## src/rtl/ariane_pkg.sv

```systemverilog
// ============================================================================
// Module      : ariane_pkg
// Description : Shared definitions for the hardware performance monitor.
//               Holds the register-space selector encoding, the event-select
//               field width and the event index constants that identify
//               which bit slice of event_inc_i each event source drives.
// Revision    : 1.0 - initial release
// ============================================================================
`default_nettype none

package ariane_pkg;

    // Register space selected by sel_i on the CSR-side port
    typedef enum logic [1:0] {
        HPM_CNT   = 2'd0,   // counter value, indexed by addr_i
        HPM_EVSEL = 2'd1,   // event select, indexed by addr_i
        HPM_INH   = 2'd2,   // inhibit mask, one bit per counter
        HPM_OVF   = 2'd3    // sticky overflow status, write-1-to-clear
    } hpm_sel_e;

    localparam int HPM_EVSEL_W = 5;

    // Event source positions within event_inc_i. An event select value of
    // (index + 1) binds a counter to that source; 0 means "no event".
    localparam int ICACHE_MISS = 0;
    localparam int DCACHE_MISS = 1;
    localparam int ITLB_MISS   = 2;
    localparam int DTLB_MISS   = 3;
    localparam int LOAD        = 4;
    localparam int STORE       = 5;
    localparam int BRANCH      = 6;
    localparam int CALL        = 7;
    localparam int RET         = 8;
    localparam int EXCEPTION   = 9;
    localparam int ERET        = 10;
    localparam int MISPREDICT  = 11;
    localparam int SB_FULL     = 12;
    localparam int IF_EMPTY    = 13;

endpackage

`default_nettype wire

```

## src/rtl/hpm_counter.sv

```systemverilog
// ============================================================================
// Module      : hpm_counter
// Description : One performance counter: value register, increment adder,
//               carry-out detection and write-over-increment priority.
// Ports       : clk_i, rst_ni   - clock, asynchronous active-low reset
//               i_inc           - increment for this cycle (already gated)
//               i_we            - load i_wdata instead of counting
//               i_wdata         - load value
//               o_cnt           - current counter value (q)
//               o_ovf_set       - this cycle's increment wraps the counter
// Revision    : 1.0 - initial release
// ============================================================================
`default_nettype none

module hpm_counter #(
    parameter int CNT_WIDTH = 48,
    parameter int INC_WIDTH = 2
) (
    input  logic                 clk_i,
    input  logic                 rst_ni,
    input  logic [INC_WIDTH-1:0] i_inc,
    input  logic                 i_we,
    input  logic [CNT_WIDTH-1:0] i_wdata,
    output logic [CNT_WIDTH-1:0] o_cnt,
    output logic                 o_ovf_set
);

    // The sum is wide enough for either operand plus a carry, so narrow
    // counters fed by wide increments still report their overflow.
    localparam int SUM_W = ((CNT_WIDTH > INC_WIDTH) ? CNT_WIDTH : INC_WIDTH) + 1;

    logic [CNT_WIDTH-1:0] r_cnt;
    logic [SUM_W-1:0]     w_sum;
    logic                 w_carry;

    assign w_sum   = SUM_W'(r_cnt) + SUM_W'(i_inc);
    assign w_carry = |w_sum[SUM_W-1:CNT_WIDTH];

    always_ff @(posedge clk_i or negedge rst_ni) begin
        if (!rst_ni) begin
            r_cnt <= '0;
        end else if (i_we) begin
            r_cnt <= i_wdata;
        end else begin
            r_cnt <= w_sum[CNT_WIDTH-1:0];
        end
    end

    // A software load drops the increment, so it can never flag an overflow.
    assign o_ovf_set = w_carry & ~i_we;
    assign o_cnt     = r_cnt;

endmodule

`default_nettype wire

```

## src/rtl/hpm_counters.sv

```systemverilog
// ============================================================================
// Module      : hpm_counters
// Description : Hardware performance monitor. NUM_COUNTERS counters, each
//               bound at run time to one of NUM_EVENTS multi-increment event
//               sources, with per-counter inhibit, sticky overflow status and
//               an optional registered overflow interrupt.
// Ports       : clk_i, rst_ni   - clock, asynchronous active-low reset
//               debug_mode_i    - freezes all counting while high
//               sel_i, addr_i   - register space and counter index
//               we_i, data_i    - write enable and write data
//               data_o          - combinational read data (pre-write value)
//               event_inc_i     - packed per-event increments
//               irq_o           - OR of overflow status (HPM_OVF_IRQ_EN only)
// Config      : define HPM_OVF_IRQ_EN to add the irq_o port and its register.
// Revision    : 1.0 - initial release
// ============================================================================
`default_nettype none

module hpm_counters
    import ariane_pkg::*;
#(
    parameter int NUM_COUNTERS = 8,
    parameter int CNT_WIDTH    = 48,
    parameter int NUM_EVENTS   = 16,
    parameter int INC_WIDTH    = 2
) (
    input  logic                             clk_i,
    input  logic                             rst_ni,
    input  logic                             debug_mode_i,
    input  logic [1:0]                       sel_i,
    input  logic [4:0]                       addr_i,
    input  logic                             we_i,
    input  logic [63:0]                      data_i,
    output logic [63:0]                      data_o,
    input  logic [NUM_EVENTS*INC_WIDTH-1:0]  event_inc_i
`ifdef HPM_OVF_IRQ_EN
    ,
    output logic                             irq_o
`endif
);

    hpm_sel_e                  w_sel;
    logic [CNT_WIDTH-1:0]      w_cnt [NUM_COUNTERS];
    logic [NUM_COUNTERS-1:0]   w_ovf_set;
    logic [NUM_COUNTERS-1:0]   w_ovf_clr;
    logic [NUM_COUNTERS-1:0]   w_ovf_d;
    logic [HPM_EVSEL_W-1:0]    r_evsel [NUM_COUNTERS];
    logic [NUM_COUNTERS-1:0]   r_inh;
    logic [NUM_COUNTERS-1:0]   r_ovf;
    logic                      w_unused_data;

    assign w_sel         = hpm_sel_e'(sel_i);
    assign w_unused_data = &{1'b0, data_i};

    // ------------------------------------------------------------------
    // Per-counter event select mux and counter instance
    // ------------------------------------------------------------------
    for (genvar n = 0; n < NUM_COUNTERS; n++) begin : g_cnt
        logic [INC_WIDTH-1:0] w_inc;
        logic                 w_cnt_we;

        // Selects outside 1..NUM_EVENTS match no source and count nothing.
        always_comb begin
            w_inc = '0;
            for (int k = 1; k <= NUM_EVENTS; k++) begin
                if (r_evsel[n] == HPM_EVSEL_W'(k)) begin
                    w_inc = event_inc_i[(k-1)*INC_WIDTH +: INC_WIDTH];
                end
            end
            // Inhibit uses the registered mask, so a same-cycle inhibit
            // write only takes effect from the following cycle.
            if (r_inh[n] || debug_mode_i) begin
                w_inc = '0;
            end
        end

        assign w_cnt_we = we_i && (w_sel == HPM_CNT) && (addr_i == 5'(n));

        hpm_counter #(
            .CNT_WIDTH (CNT_WIDTH),
            .INC_WIDTH (INC_WIDTH)
        ) u_hpm_counter (
            .clk_i     (clk_i),
            .rst_ni    (rst_ni),
            .i_inc     (w_inc),
            .i_we      (w_cnt_we),
            .i_wdata   (data_i[CNT_WIDTH-1:0]),
            .o_cnt     (w_cnt[n]),
            .o_ovf_set (w_ovf_set[n])
        );
    end

    // ------------------------------------------------------------------
    // Event select, inhibit and overflow registers
    // ------------------------------------------------------------------
    always_ff @(posedge clk_i or negedge rst_ni) begin
        if (!rst_ni) begin
            for (int n = 0; n < NUM_COUNTERS; n++) begin
                r_evsel[n] <= '0;
            end
        end else if (we_i && (w_sel == HPM_EVSEL)) begin
            for (int n = 0; n < NUM_COUNTERS; n++) begin
                if (addr_i == 5'(n)) begin
                    r_evsel[n] <= data_i[HPM_EVSEL_W-1:0];
                end
            end
        end
    end

    always_ff @(posedge clk_i or negedge rst_ni) begin
        if (!rst_ni) begin
            r_inh <= '0;
        end else if (we_i && (w_sel == HPM_INH)) begin
            r_inh <= data_i[NUM_COUNTERS-1:0];
        end
    end

    // Clear is applied first so a same-cycle overflow wins over W1C.
    assign w_ovf_clr = (we_i && (w_sel == HPM_OVF)) ? data_i[NUM_COUNTERS-1:0] : '0;
    assign w_ovf_d   = (r_ovf & ~w_ovf_clr) | w_ovf_set;

    always_ff @(posedge clk_i or negedge rst_ni) begin
        if (!rst_ni) begin
            r_ovf <= '0;
        end else begin
            r_ovf <= w_ovf_d;
        end
    end

`ifdef HPM_OVF_IRQ_EN
    // Registered from the next-state status so irq_o tracks ovf exactly.
    logic r_irq;

    always_ff @(posedge clk_i or negedge rst_ni) begin
        if (!rst_ni) begin
            r_irq <= 1'b0;
        end else begin
            r_irq <= |w_ovf_d;
        end
    end

    assign irq_o = r_irq;
`endif

    // ------------------------------------------------------------------
    // Read mux: always the pre-write register contents
    // ------------------------------------------------------------------
    always_comb begin
        data_o = '0;
        case (w_sel)
            HPM_CNT: begin
                for (int n = 0; n < NUM_COUNTERS; n++) begin
                    if (addr_i == 5'(n)) begin
                        data_o = 64'(w_cnt[n]);
                    end
                end
            end
            HPM_EVSEL: begin
                for (int n = 0; n < NUM_COUNTERS; n++) begin
                    if (addr_i == 5'(n)) begin
                        data_o = 64'(r_evsel[n]);
                    end
                end
            end
            HPM_INH: data_o = 64'(r_inh);
            HPM_OVF: data_o = 64'(r_ovf);
            default: data_o = '0;
        endcase
    end

endmodule

`default_nettype wire

```

## config.mk

```make
export PLATFORM = sky130hd
export DESIGN_NAME = hpm_counters
export DESIGN_NICKNAME = d
export VERILOG_FILES = /design/src/rtl/ariane_pkg.sv /design/src/rtl/hpm_counter.sv /design/src/rtl/hpm_counters.sv
export SDC_FILE = /design/constraint.sdc
export NUM_CORES = 2
export LEC_CHECK = 0
export BUFFER_PORTS_ARGS = -buffer_cell sky130_fd_sc_hd__buf_2
export CORE_ASPECT_RATIO = 2
export CORE_MARGIN = 2
export CORE_UTILIZATION = 50
export CTS_CLUSTER_DIAMETER = 150
export DETAILED_ROUTE_END_ITERATION = 10
export PLACE_DENSITY = 0.69
export SYNTH_ARGS = -nofsm -noshare
export SYNTH_HDL_FRONTEND = slang
export SYNTH_HIERARCHICAL = 1
export SYNTH_SLANG_ARGS = --single-unit
```

## constraint.sdc

```tcl
create_clock -name clk_i -period 4.3 [get_ports clk_i]
set_clock_uncertainty 0.1 [all_clocks]
set_input_delay 0.215 -clock clk_i [delete_from_list [all_inputs] [get_ports clk_i]]
set_output_delay 0.215 -clock clk_i [all_outputs]
set_load 0.01 [all_outputs]
```

Word level (Yosys, flattened, before mapping)

Cells that the tools add are included.

Word-level logic and storage cells: 375
Register bits: 440

$add $sub $neg: 8
Multiplexer cells: 162
Reduce and logical (&&, ||, !) cells: 30
Eq/ne operators: 138
Bitwise gates (word level): 19

Operator list:

| cell                                                            | count |
|---|---|
| 64-bit two-way mux                                              | 14 |
| 48-bit two-way mux                                              | 9 |
| 48-bit by 2-bit adder with 49-bit output                        | 8 |
| 5-bit by 4-bit == test with 1-bit output, second input constant | 64 |
| 2-bit two-way mux                                               | 136 |
| 64-bit one-hot mux with 4 select lines                          | 1 |
| 5-bit by 3-bit == test with 1-bit output, second input constant | 36 |
| 5-bit by 2-bit == test with 1-bit output, second input constant | 18 |
| 5-bit by 1-bit == test with 1-bit output, second input constant | 9 |
| 5-bit == test, second input constant                            | 8 |
| 2-bit AND reduction                                             | 8 |
| 1-bit logical AND                                               | 12 |
| 1-bit AND                                                       | 8 |
| 8-bit AND                                                       | 1 |
| 1-bit logical OR                                                | 8 |
| 8-bit two-way mux                                               | 1 |
| 1-bit NOT                                                       | 8 |
| 8-bit NOT                                                       | 1 |
| 8-bit bitwise OR                                                | 1 |
| 5-bit logical NOT                                               | 1 |
| 5-bit two-way mux                                               | 1 |
| 2-bit == test, second input constant                            | 2 |
| 2-bit by 1-bit == test with 1-bit output, second input constant | 1 |
| 2-bit logical NOT                                               | 1 |

Depth between registers and ports, before layout

Depth in word-level cells: 21
Gate-level depth with buffers: 16

Hierarchy

Netlist, hierarchy kept.

Modules (own cells, without submodules):

| module                                   | instances | cells an instance | area an instance (um2) | sequential area each (um2) |
|---|---|---|---|---|
| hpm_counter (g_cnt[0].u_hpm_counter ...) | 5         | 325               | 2810.2                 | 1201.2 |
| hpm_counters                             | 1         | 1110              | 8952.3                 | 1401.3 |
| hpm_counter (g_cnt[4].u_hpm_counter ...) | 3         | 322               | 2847.7                 | 1201.2 |

Least setup slack after synthesis

No wires, ideal clock.

Kind: flip-flop to flip-flop
From: register r_evsel[31] (netlist name)
To: register g_cnt[1].u_hpm_counter.r_cnt[40]
Arrival time: 4.124 ns
Required time: 4.118 ns
Stages on the path, launching flop included: 16
Clock period less this slack: 4.306 ns
Buffers on the path: 2
Setup time: 0.082 ns
Slack: -0.006 ns
Cells stage by stage: dfrtp_1 > buf_2 > nor2_1 > nand2_1 > a2111oi_0 > o32ai_1 > a2111oi_0 > ha_1 > inv_1 > fa_1 > nand4b_1 > or4_1 > clkbuf_1 > or3_1 > or3_1 > a31oi_1

Cells in the longest elaborated chain, start to end: 20

RTL lines:

| element                                    | RTL line            | source |
|---|---|---|
| from (decl)                                | hpm_counters.sv:47  | `logic [HPM_EVSEL_W-1:0] r_evsel [NUM_COUNTERS];` |
| from (signal, indexed assignment)          | hpm_counters.sv:104 | `r_evsel[n] <= data_i[HPM_EVSEL_W-1:0];` |
| 5-bit by 1-bit == test with 1-bit output   | hpm_counters.sv:66  | `if (r_evsel[n] == HPM_EVSEL_W'(k)) begin` |
| 2-bit two-way mux (15 in a row)            | hpm_counters.sv:66  |  |
| 2-bit two-way mux *                        | hpm_counters.sv:66  |  |
| 2-bit two-way mux *                        | hpm_counters.sv:72  | `if (r_inh[n] \|\| debug_mode_i) begin` |
| net g_cnt[1].w_inc[0]                      | hpm_counters.sv:59  | `logic [INC_WIDTH-1:0] w_inc;` |
| 48-bit by 2-bit adder with 49-bit output * | hpm_counter.sv:36   | `assign w_sum = SUM_W'(r_cnt) + SUM_W'(i_inc);` |
| 48-bit two-way mux *                       | hpm_counter.sv:42   | `end else if (i_we) begin` |
| to (signal assigned)                       | hpm_counter.sv:43   | `r_cnt <= i_wdata;` |
| to (signal assigned)                       | hpm_counter.sv:45   | `r_cnt <= w_sum[CNT_WIDTH-1:0];` |
| to (decl)                                  | hpm_counter.sv:32   | `logic [CNT_WIDTH-1:0] r_cnt;` |

Mark *: on every way through the listed nets, which the timed path passes. The rest lies on a longest branch.
A chain may end at the register's enable or synchronous reset.

Worst setup path after layout

From: register r_evsel[26] (netlist name)
To: register r_ovf[2]

Cells in the longest elaborated chain, start to end: 21

RTL lines:

| element                                    | RTL line            | source |
|---|---|---|
| 5-bit by 1-bit == test with 1-bit output   | hpm_counters.sv:66  |  |
| 2-bit two-way mux (15 in a row)            | hpm_counters.sv:66  |  |
| 2-bit two-way mux *                        | hpm_counters.sv:66  |  |
| 2-bit two-way mux *                        | hpm_counters.sv:72  |  |
| net g_cnt[2].w_inc[0]                      | hpm_counters.sv:59  |  |
| 48-bit by 2-bit adder with 49-bit output * | hpm_counter.sv:36   |  |
| 1-bit AND *                                | hpm_counter.sv:50   | `assign o_ovf_set = w_carry & ~i_we;` |
| net w_ovf_set[2]                           | hpm_counters.sv:44  | `logic [NUM_COUNTERS-1:0] w_ovf_set;` |
| 8-bit bitwise OR *                         | hpm_counters.sv:120 | `assign w_ovf_d = (r_ovf & ~w_ovf_clr) \| w_ovf_set;` |
| net w_ovf_d[2]                             | hpm_counters.sv:46  | `logic [NUM_COUNTERS-1:0] w_ovf_d;` |
| to (signal assigned)                       | hpm_counters.sv:126 | `r_ovf <= w_ovf_d;` |
| to (decl)                                  | hpm_counters.sv:49  | `logic [NUM_COUNTERS-1:0] r_ovf;` |

Marked as above.

==> metrics.txt <==
status complete, no violations; final hold vios 0; Core ar. 0.0626 sq mm; gpl congestion 1.06; critical path class flop to flop; routing usage on met1 41.9%; router iterations before antenna repair 9; Post-synth EDFFs 0; initial core utilization 50.4%; prevailing post-synth register cell dfrtp_1; commonest cells after routing, fill and taps aside 547 x nand2_1, 424 x dfrtp_1, 376 x o21ai_0, 258 x buf_4, 185 x xnor2_1; Layout Area Growth over Synthesis 16.0%; global-route wire length before repair 212 mm; Max Root-Sink Buffers 3; slew margin rel. 25.5%; Die ar. 0.0652 sq mm; Post-Syn Instances 3701; vias after detailed routing 33.1k; Num CTS Buffers 43; Worst setup EP type flop; count of cell types in the netlist 85; FF+latch count, synth 440; P per Cell Area 330 mW/mm^2; Final Max Tran Viols 0; Synth Warn # 6; Final #Nets 4083; setup_tns 0 ns; CTS tree yes; Clock Latency Late Sink 0.61 ns; Seq/Total Area, Yosys 34.9%; commonest non-fill, non-tap cell in the layout nand2_1; GR Layer Usage met2 72.9%; FMAX 0.235 GHz; DRT iter0 DRCs 3902; H-tree Lvls 2; asr flop ratio synth 100%; GRT Util Overall 43.8%; Clock Pin Slew Worst Setup and Hold Paths 0.06 ns; slack of the critical path 0.0411 ns; Final Util 58.5%; hpwl dp 108 mm; global route overflow 0; I/O pins 171; share of cells above drive strength 1 19.7%; global routing's busiest layer met2; Die Y-Extent 359 microns; unrepaired setup endpoints after global routing true; Slew @ Worst Pin 1.11 ns; Required @ worst endpoint 4.72 ns; clock root cell clkbuf_16; mapped cell area 0.0315 sq mm; vias in the first global route 33.0k; initial antenna violation count 5; largest net degree at the start of global routing 114; Period minus WS final 4.26 ns; top fanout value on the critical path 12; post-route ant nets 0; post-route clock period utilization 99.0%; Tightest Hold Check Type input port to flop; LEAKAGE 13.9 nW; GRT met3 Usage 9.87%; synthesized area per cell 8.52 sq um; maximum vdd ir drop 0.312 mV; Finish-stage setup viols 0; WL/cell 30.3 microns; max capacitance violation total 0; crit path DAT 4.68 ns; TritonCTS Sinks 440; dpl ws -0.582 ns; Rows 130; die width 182 microns; Port Buffer Count 138; Setup crit start kind flop; Residual DRC 0; WL final 145 mm; Via-to-Cell Ratio 6.93; FILL cells 5780
-- stage by stage --
| step | cells | hold WS (ns) | instance area, sq um | power (mW) |
|---|---|---|---|---|
| floorplan | 3716 | -0.181 | 31600 | 6.69 |
| global placement | 4647 | 0.271 | 34300 | 7.86 |
| detailed placement | 4647 | 0.273 | 34300 | 7.91 |
| CTS | 4764 | 0.0125 | 36300 | 11.9 |
| global route | 4775 | 0.00854 | 36600 | 12.5 |
| finish | 4778 | 0.0308 | 36600 | 12.1 |
-- sequential cells by signal, summed over array words and instances, names as in the netlist --
register,cells
g_cnt.u_hpm_counter/o_cnt,384
r_evsel,40
r_inh,8
r_ovf,8
-- routing by layer --
metal	wire length, microns	share of wire (%)
met1	43500	30
met3	12700	8.8
met2	68300	47
met4	20400	14
met5	12	0.0083
-- worst paths after layout --
path	startpoint	to	slack [ns]	cells after the start
max	r_evsel[26]	r_ovf[2]	0.04	15
min	data_i[7]	g_cnt[4].u_hpm_counter/o_cnt[7]	0.03	3
max reg2reg	r_evsel[26]	r_ovf[2]	0.04	15
min reg2reg	r_ovf[5]	r_ovf[5]	0.39	1
max in group asynchronous	rst_ni	g_cnt[7].u_hpm_counter/o_cnt[36]	2.70	3
min in group asynchronous	rst_ni	g_cnt[7].u_hpm_counter/o_cnt[18]	0.15	2
-- Yosys cell counts (all sizes together), types with 14 or more instances --
| cell | number | area (sq um) |
|---|---|---|
| buf | 82 | 518 |
| nor2 | 185 | 694 |
| mux2 | 91 | 1040 |
| xor2 | 116 | 1020 |
| nand4 | 102 | 713 |
| xnor2 | 185 | 1620 |
| a22oi | 56 | 420 |
| a222oi | 40 | 400 |
| or4 | 52 | 435 |
| o21ai | 380 | 1900 |
| mux2i | 46 | 460 |
| nand2 | 547 | 2050 |
| mux4 | 49 | 1100 |
| o31ai | 20 | 150 |
| nor4 | 119 | 744 |
| and2 | 20 | 125 |
| and4 | 34 | 308 |
| a31oi | 59 | 369 |
| or3 | 61 | 413 |
| nor2b | 40 | 250 |
| ha | 16 | 200 |
| dfrtp | 440 | 11000 |
| nor3 | 96 | 490 |
| a21o | 16 | 120 |
| nand3 | 157 | 816 |
| o31a | 14 | 123 |
| nand2b | 35 | 219 |
| and3 | 85 | 554 |
| inv | 66 | 248 |
| a21oi | 103 | 534 |
| clkbuf | 185 | 707 |
-- worst max-delay path, stage by stage (launching register included) --
cell	delay [ns]
dfrtp_2	0.51
buf_4	0.19
nand2_1	0.08
o22ai_1	0.09
a31o_2	0.24
o31ai_1	0.28
ha_1	0.22
inv_1	0.06
fa_1	0.39
nand4b_1	0.25
or4_1	0.55
buf_4	0.21
or3_4	0.38
nor4_2	0.36
buf_4	0.19
a21o_1	0.07
-- layout make-up --
class	instances	area, sq um	share of cell area, %
Inverter	69	259	0.707
Sequential cell	440	11000	30.1
Multi-Input combinational cell	2940	19500	53.2
Clock inverter	10	140	0.383
Antenna cell	5	12.5	0.0342
Timing Repair Buffer	458	3440	9.39
Tap cell	792	991	2.71
Clock buffer	64	1250	3.40
-- where the power goes --
part	switching (mW)	total (mW)	leakage, nW	internal (mW)
logic	1.34	2.44	7.40	1.10
clock network	1.80	3.99	0.681	2.19
registers	0.960	5.64	5.82	4.68
total	4.10	12.1	13.9	7.97
-- repair_timing --
action                     CTS  global route
setup endpoints to repair   42            84
gates resized for setup     27            73
setup buffers                1            10
pin swaps                   12            32
hold endpoints to repair   386             0
hold buffers                42             0
-- cell families (layout without fill, tap and decap cells) --
| kind of cell | after synthesis | in the layout | share of synthesized area, % |
|---|---|---|---|
| AO/OA/AOI/OAI | 816 | 816 | 16.1 |
| XOR/XNOR | 301 | 301 | 8.36 |
| adder cells (fa/ha/maj) | 24 | 24 | 1.14 |
| buffers and inverters | 336 | 601 | 4.70 |
| flip-flops | 440 | 440 | 34.9 |
| multiplexers | 186 | 186 | 8.27 |
| other | 1 | 21 | 0.0119 |
| AND/OR/NAND/NOR | 1597 | 1597 | 26.5 |
Power figures use the tool's default switching activity.
